--- config.mk ---
export PLATFORM = sky130hd
export DESIGN_NAME = uart_rx_sequencer
export DESIGN_NICKNAME = d
export VERILOG_FILES = /design/src/rtl/uart_rx_sequencer.sv
export SDC_FILE = /design/constraint.sdc
export NUM_CORES = 1
export LEC_CHECK = 0
export BUFFER_PORTS_ARGS = -buffer_cell sky130_fd_sc_hd__buf_2
export CAP_MARGIN = 25
export CORE_ASPECT_RATIO = 0.5
export CORE_MARGIN = 4
export CORE_UTILIZATION = 30
export DETAILED_ROUTE_END_ITERATION = 8
export SETUP_SLACK_MARGIN = 0.05
export SLEW_MARGIN = 20
export SYNTH_ARGS = -nofsm -noshare
export SYNTH_HDL_FRONTEND = slang
export SYNTH_SLANG_ARGS = --single-unit
--- constraint.sdc ---
create_clock -name clk -period 2.36 [get_ports clk]
set_input_delay 0.236 -clock clk [delete_from_list [all_inputs] [get_ports clk]]
set_output_delay 0.236 -clock clk [all_outputs]
set_load 0.02 [all_outputs]
--- src/rtl/uart_rx_sequencer.sv ---
// UART receive sequencer: synchronizes the serial line, frames start/data/stop
// bits on a half-bit tick grid, and hands received bytes to a valid/ack consumer.
module uart_rx_sequencer #(
    parameter int unsigned HALF_BAUD = 217,
    parameter int unsigned DATA_BITS = 8
) (
    input  logic                 clk,
    input  logic                 rst,
    input  logic                 rx,
    input  logic                 rx_ack,
    output logic [DATA_BITS-1:0] rx_data,
    output logic                 rx_valid,
    output logic                 frame_err,
    output logic                 overrun,
    output logic                 busy
);

    localparam int unsigned CntW = (HALF_BAUD > 1) ? $clog2(HALF_BAUD) : 1;
    localparam int unsigned IdxW = $clog2(DATA_BITS);
    localparam logic [CntW-1:0] CntMax  = CntW'(HALF_BAUD - 1);
    localparam logic [IdxW-1:0] IdxLast = IdxW'(DATA_BITS - 1);

    typedef enum logic [1:0] {
        StIdle,
        StStart,
        StData,
        StStop
    } state_e;

    state_e                 state_q, state_d;
    logic                   sync1_q, sync2_q, rx_prev_q;
    logic                   rx_s;
    logic [CntW-1:0]        cnt_q, cnt_d;
    logic                   phase_q, phase_d;
    logic [IdxW-1:0]        idx_q, idx_d;
    logic [DATA_BITS-1:0]   shift_q, shift_d;
    logic                   half_tick;
    logic                   done;
    logic                   bad_stop;

    logic [DATA_BITS-1:0]   rx_data_q, rx_data_d;
    logic                   rx_valid_q, rx_valid_d;
    logic                   overrun_q, overrun_d;
    logic                   frame_err_q;

    assign rx_s      = sync2_q;
    assign half_tick = (cnt_q == CntMax);

    // Two-flop synchronizer plus one delayed copy for falling-edge detection.
    always_ff @(posedge clk or negedge rst) begin
        if (!rst) begin
            sync1_q   <= 1'b1;
            sync2_q   <= 1'b1;
            rx_prev_q <= 1'b1;
        end else begin
            sync1_q   <= rx;
            sync2_q   <= sync1_q;
            rx_prev_q <= sync2_q;
        end
    end

    // Frame FSM next state, half-tick counter and bit sampling.
    always_comb begin
        state_d  = state_q;
        phase_d  = phase_q;
        idx_d    = idx_q;
        shift_d  = shift_q;
        cnt_d    = cnt_q;
        done     = 1'b0;
        bad_stop = 1'b0;

        case (state_q)
            StIdle: begin
                // Requires a true falling edge so a stuck-low line cannot retrigger.
                if (!rx_s && rx_prev_q) begin
                    state_d = StStart;
                end
            end
            StStart: begin
                if (half_tick) begin
                    idx_d   = '0;
                    state_d = rx_s ? StIdle : StData;
                end
            end
            StData: begin
                if (half_tick) begin
                    phase_d = !phase_q;
                    // Second half-tick of a bit lands on the bit centre.
                    if (phase_q) begin
                        shift_d[idx_q] = rx_s;
                        if (idx_q == IdxLast) begin
                            state_d = StStop;
                        end else begin
                            idx_d = idx_q + IdxW'(1);
                        end
                    end
                end
            end
            StStop: begin
                if (half_tick) begin
                    phase_d = !phase_q;
                    if (phase_q) begin
                        state_d = StIdle;
                        if (rx_s) begin
                            done = 1'b1;
                        end else begin
                            bad_stop = 1'b1;
                        end
                    end
                end
            end
            default: begin
                state_d = StIdle;
            end
        endcase

        // Every state starts on a fresh half-period.
        if (state_q == StIdle || state_d != state_q) begin
            cnt_d   = '0;
            phase_d = 1'b0;
        end else begin
            cnt_d = half_tick ? '0 : cnt_q + CntW'(1);
        end
    end

    // Consumer handshake: completion wins over ack, ack clears overrun.
    always_comb begin
        rx_data_d  = rx_data_q;
        rx_valid_d = rx_valid_q;
        overrun_d  = overrun_q;
        if (rx_ack && rx_valid_q) begin
            rx_valid_d = 1'b0;
            overrun_d  = 1'b0;
        end
        if (done) begin
            rx_data_d  = shift_q;
            rx_valid_d = 1'b1;
            overrun_d  = rx_valid_q && !rx_ack;
        end
    end

    // Sequencer and output state registers.
    always_ff @(posedge clk or negedge rst) begin
        if (!rst) begin
            state_q     <= StIdle;
            cnt_q       <= '0;
            phase_q     <= 1'b0;
            idx_q       <= '0;
            shift_q     <= '0;
            rx_data_q   <= '0;
            rx_valid_q  <= 1'b0;
            overrun_q   <= 1'b0;
            frame_err_q <= 1'b0;
        end else begin
            state_q     <= state_d;
            cnt_q       <= cnt_d;
            phase_q     <= phase_d;
            idx_q       <= idx_d;
            shift_q     <= shift_d;
            rx_data_q   <= rx_data_d;
            rx_valid_q  <= rx_valid_d;
            overrun_q   <= overrun_d;
            frame_err_q <= bad_stop;
        end
    end

    assign rx_data   = rx_data_q;
    assign rx_valid  = rx_valid_q;
    assign overrun   = overrun_q;
    assign frame_err = frame_err_q;
    assign busy      = (state_q != StIdle);

endmodule
-- After elaboration in Yosys (flattened, before gate mapping)
Cells that the tools add are included.
- bits in registers: 36
- latch bits: 0
- memory bits (writable): 0
- bits in read-only memories: 0
- input port bits: 4
- output and inout port bits: 12
- word-level logic and storage cells: 77
- memories kept: 0
- add/sub/neg operators: 2
- multiply operators: 0
- divide/modulo/power cells: 0
- magnitude comparators: 2
- eq/ne operators: 10
- shift operators: 0
- multiplexer cells: 33
- bitwise gates (word level): 0
- reductions and logical operators: 18
- operators by type and width (kind ; count):
    2-to-1 mux 2 bit ; 8
    2-to-1 mux 8 bit ; 2
    2-to-1 mux 1 bit ; 15
    2-to-1 mux 3 bit ; 4
    nonzero test 2 bit ; 5
    adder 8 x 1 -> 8 bit, second input constant ; 1
    bitwise mux 8 bit ; 1
    == test 8 bit, second input constant ; 1
    inequality test 2 bit, second input constant ; 4
    one-hot mux 2 bit (4 select lines) ; 1
    one-hot mux 3 bit (2 select lines) ; 1
    AND reduction 5 bit ; 1
    == test 2 bit, second input constant ; 2
    logical AND 1 bit ; 4
    less-than comparator 3 x 4 -> 1 bit, second input constant ; 1
    adder 3 x 1 -> 3 bit, second input constant ; 1
    demux 1 bit (select 3 bit) ; 1
    == test 3 bit, second input constant ; 1
    greater-or-equal comparator 3 x 1 -> 1 bit, second input constant ; 1
    zero test 1 bit ; 3
    AND reduction 3 bit ; 1
    == test 2 x 1 -> 1 bit, second input constant ; 1
    zero test 2 bit ; 1
    inequality test 2 bit ; 1
    3 further kinds ; 3

-- Depth between registers and ports, before layout
- depth after elaboration: 9
- mapped depth: 6
- depth with buffers taken out: 5

-- Worst setup path after synthesis
No wires, ideal clock.
- path kind: register to register
- start point: reg idx_q[1]
- end point: reg idx_q[0]
- library setup time: 0.125 ns
- arrival: 1.652 ns
- data required time: 2.235 ns
- path slack: 0.583 ns
- stages on the path, launching flop included: 6
- path buffers: 0
- clock period less this slack: 1.777 ns
- cells stage by stage: dfrtp_1 > ha_1 > ha_1 > nand4bb_1 > a211oi_4 > mux2_4
- longest elaborated chain between the ends: 3
- ends and longest elaborated chain (item ; line ; text):
    from (decl) ; 35 ; logic [IdxW-1:0] idx_q, idx_d;
    from (signal assigned) ; 158 ; idx_q <= idx_d;
    == test 3 bit ; 91 ; if (idx_q == IdxLast) begin
    inequality test 2 bit (no line) ; -- ;
    AND reduction 5 bit (no line) ; -- ;
No other way between the ends.
A chain may end at the register's enable or synchronous reset.

-- Worst setup path in the final report
- start point: reg idx_q[0]
- end point: reg idx_q[0]
- longest elaborated chain between the ends: 5
- elaborated cells on any way between the ends: 8
- classes of those cells: add/sub: 1; eq/ne: 2; mux: 4; reduce/logical: 1
- ends and longest elaborated chain (item ; line ; text):
    adder 3 x 1 -> 3 bit ; 94 ; idx_d = idx_q + IdxW'(1);
    2-to-1 mux 3 bit ; 91 ;
    2-to-1 mux 3 bit ; 89 ; if (phase_q) begin
    2-to-1 mux 3 bit ; 86 ; if (half_tick) begin
    one-hot mux 3 bit (2 select lines) ; 72 ; case (state_q)
Parallel ways exist; a longest one is shown, timed or not. The select of a mux whose other input is x is not followed.

==> qor.csv <==
metric;value;unit
post-route ant nets;0;
Inserted Diodes;0;
Die X;114;um
post-synthesis mux area share;12.8;%
Post-Synth Simple-Gate Area;18.0;%
Core Footprint;5180;um2
CP required;2520;ps
I/O pin cnt;16;
final setup fails;0;
crit path max-delay cell type;dfrtp_1;
post-cts resize count;0;
synthesized area per cell;12.4;um2
drt drc;0;
vias in the first global route;1135;
flop-to-flop setup slack;490;ps
sequential area share after synthesis;53.6;%
initial core utilization;32.6;%
post-route setup slack;488;ps
CTS HTree Levels;2;
first-iteration detailed-routing DRC count;26;
FF-to-FF Start;idx_q[0];
Slew Viols, Final;0;
status;completed;
Max IR drop VDD;0.259;mV
die area;6960;um2
setup bufs post-CTS;0;
Fin Clk Skew;2.28;ps
drt first pass iters;4;
Least-Margin Pin Slew;789;ps
Std-Cell Rows;18;
vias per cell;4.82;
CP Launch Point;idx_q[0];
min-delay worst type;in2async;
Reg2Reg Depth;5;
Crit path depth;5;
Congestion Overflow GR;0;
vias post-DR;1079;
Synth Area in XOR/XNOR;1.56;%
CTS tree;yes;
Mapped Cells;136;
dpl hpwl;2.28;mm
Critical Path AT;2030;ps
# hold bufs at CTS;0;
Die H;61.0;um
leak pwr;0.941;nW
Total Routing Usage GR;10.4;%
Worst Setup EP;idx_q[0];
crit-path max cell delay;420;ps
largest net degree at the start of global routing;37;
Root Driver;clkbuf_16;
Detailed Route WL;3.21;mm
Crit Path Class;reg2reg;
min cycle time layout;1870;ps
post-synthesis sequential element count;36;
Max-slew headroom;47.4;%
Synth Net Count;144;
RSZ-0062 raised after global routing;false;
Bufs and invs on worst path;0;
most frequent cells in the layout;33 x dfrtp_1, 15 x mux2_2, 15 x buf_2;
CP Capture Type;flop;
post-synthesis cell area;1690;um2
asr flop ratio synth;100;%
crit path cell chain;ha_1 > ha_1 > nand4bb_1 > a211oi_4 > mux2_4;
Synth Area in Compound Gates;7.78;%
fmax;534;MHz
drt wl/cell;14.3;um
first-pass GRT wire length;5.52;mm
startpoint types;flop;
number of synthesized flops with an enable pin;0;
largest family of logic cells by synthesized area;simple AND/OR/NAND/NOR gates;
layout cells sized above 1;31.8;%
Clock transition at path regs;50;ps
Place WS;482;ps
Cell variety after synth;42;
TNS Setup;0;ps
Clock Latency Late Sink;280;ps
Num CTS Buffers;5;
YS warnings;0;
final worst path period share;79.3;%
PD cells;813;nW/um2
CTS Sinks;36;
most used cell, CP;ha_1;
leading cell type in the layout, fill and taps excluded;dfrtp_1;
area share of fa/ha/maj cells after synthesis;2.97;%
# port buffers;15;
Synth Flop Type;dfrtp_1;
Layout area overhead;17.8;%
initial antenna violation count;0;
CP Max Fanout;5;
Max-Cap Viols;0;
endpoints failing hold;0;
Worst path top cell family by delay;flip-flops;
worst reg2reg endpoint;idx_q[0];
Max Root-Sink Buffers;2;
nets;161;
GP Congestion;0.743;
## where the power goes
part	internal, W	switching [W]
sequential	0.000666	0.0000708
clock	0.000495	0.000245
combinational	0.0000637	0.0000762
## kinds of logic (layout without fill, tap and decap cells)
| group | count (synthesis) | after routing |
|---|---|---|
| buffers and inverters | 12 | 30 |
| AND/OR/NAND/NOR | 44 | 44 |
| AO/OA/AOI/OAI | 18 | 18 |
| multiplexers | 19 | 19 |
| adder cells (fa/ha/maj) | 4 | 4 |
| XOR/XNOR | 3 | 3 |
| flip-flops | 36 | 36 |
## cell usage after synthesis, types with 3 or more instances
master | n | area (um2)
dfrtp_1 | 33 | 826
mux2_2 | 15 | 169
nand4_1 | 9 | 56.3
inv_1 | 7 | 26.3
nand2_1 | 7 | 26.3
o21ai_0 | 6 | 30.0
ha_1 | 4 | 50.1
nor2_1 | 4 | 15.0
a21oi_1 | 3 | 15.0
dfstp_2 | 3 | 78.8
nand3_1 | 3 | 15.0
or3_1 | 3 | 18.8
## final cells by class
type                    instances  area (um2)
fillers                       518        3190
flip-flops and latches         36         905
multi-input cells              88         727
clock buffers                   5         125
well taps                      70        87.6
repair buffers                 15        75.1
clock inverters                 3        42.5
inverters                       7        26.3
## metrics by stage
stage | total power (W) | instances | util (%) | instance area [um2] | hold WS, ps
after global placement | 0.000879 | 216 | 35.1 | 1820 | 343
after detailed placement | 0.000891 | 216 | 35.1 | 1820 | 348
final | 0.00162 | 224 | 38.4 | 1990 | 42.4
after floorplan | 0.000838 | 136 | - | 1690 | -59.6
after CTS | 0.00163 | 224 | 38.4 | 1990 | 55.7
after global routing | 0.00169 | 224 | 38.4 | 1990 | 49.7
## worst register-to-register path, cell delays in order, from the launching register on
cell	delay (ps)
dfrtp_1	420
ha_1	210
ha_1	190
nand4bb_1	240
a211oi_4	370
mux2_4	330
## worst min path at each step
stage | from | end | slack [ps] | cells past startpoint
6_report | rst | shift_q[0] | 40 | 1
4_1_cts | rx | sync1_q | 60 | 1
2_1_floorplan | rst | cnt_q[0] | -60 | 0
3_5_place_dp | sync1_q | rx_s | 350 | 0
5_1_grt | rx | sync1_q | 50 | 1
3_3_place_gp | rx | sync1_q | 340 | 1
## flip-flops by register name (all words and copies together), names as in the netlist
signal,count
sync1_q,1
phase_q,1
shift_q,8
idx_q,3
state_q,2
rx_prev_q,1
cnt_q,8
rx_s,1
overrun,1
rx_valid,1
rx_data,8
frame_err,1
## layer usage
| metal | up-vias | part of all wire (%) | global-route usage, % |
|---|---|---|---|
| met5 | - | 0 | 0 |
| met4 | 0 | 1.8 | 5.58 |
| met3 | 6 | 2.5 | 2.65 |
| li1 | 531 | - | - |
| met1 | 529 | 49 | 12.9 |
| met2 | 13 | 47 | 17.1 |
Note: power is estimated with default switching activity, not from simulation.
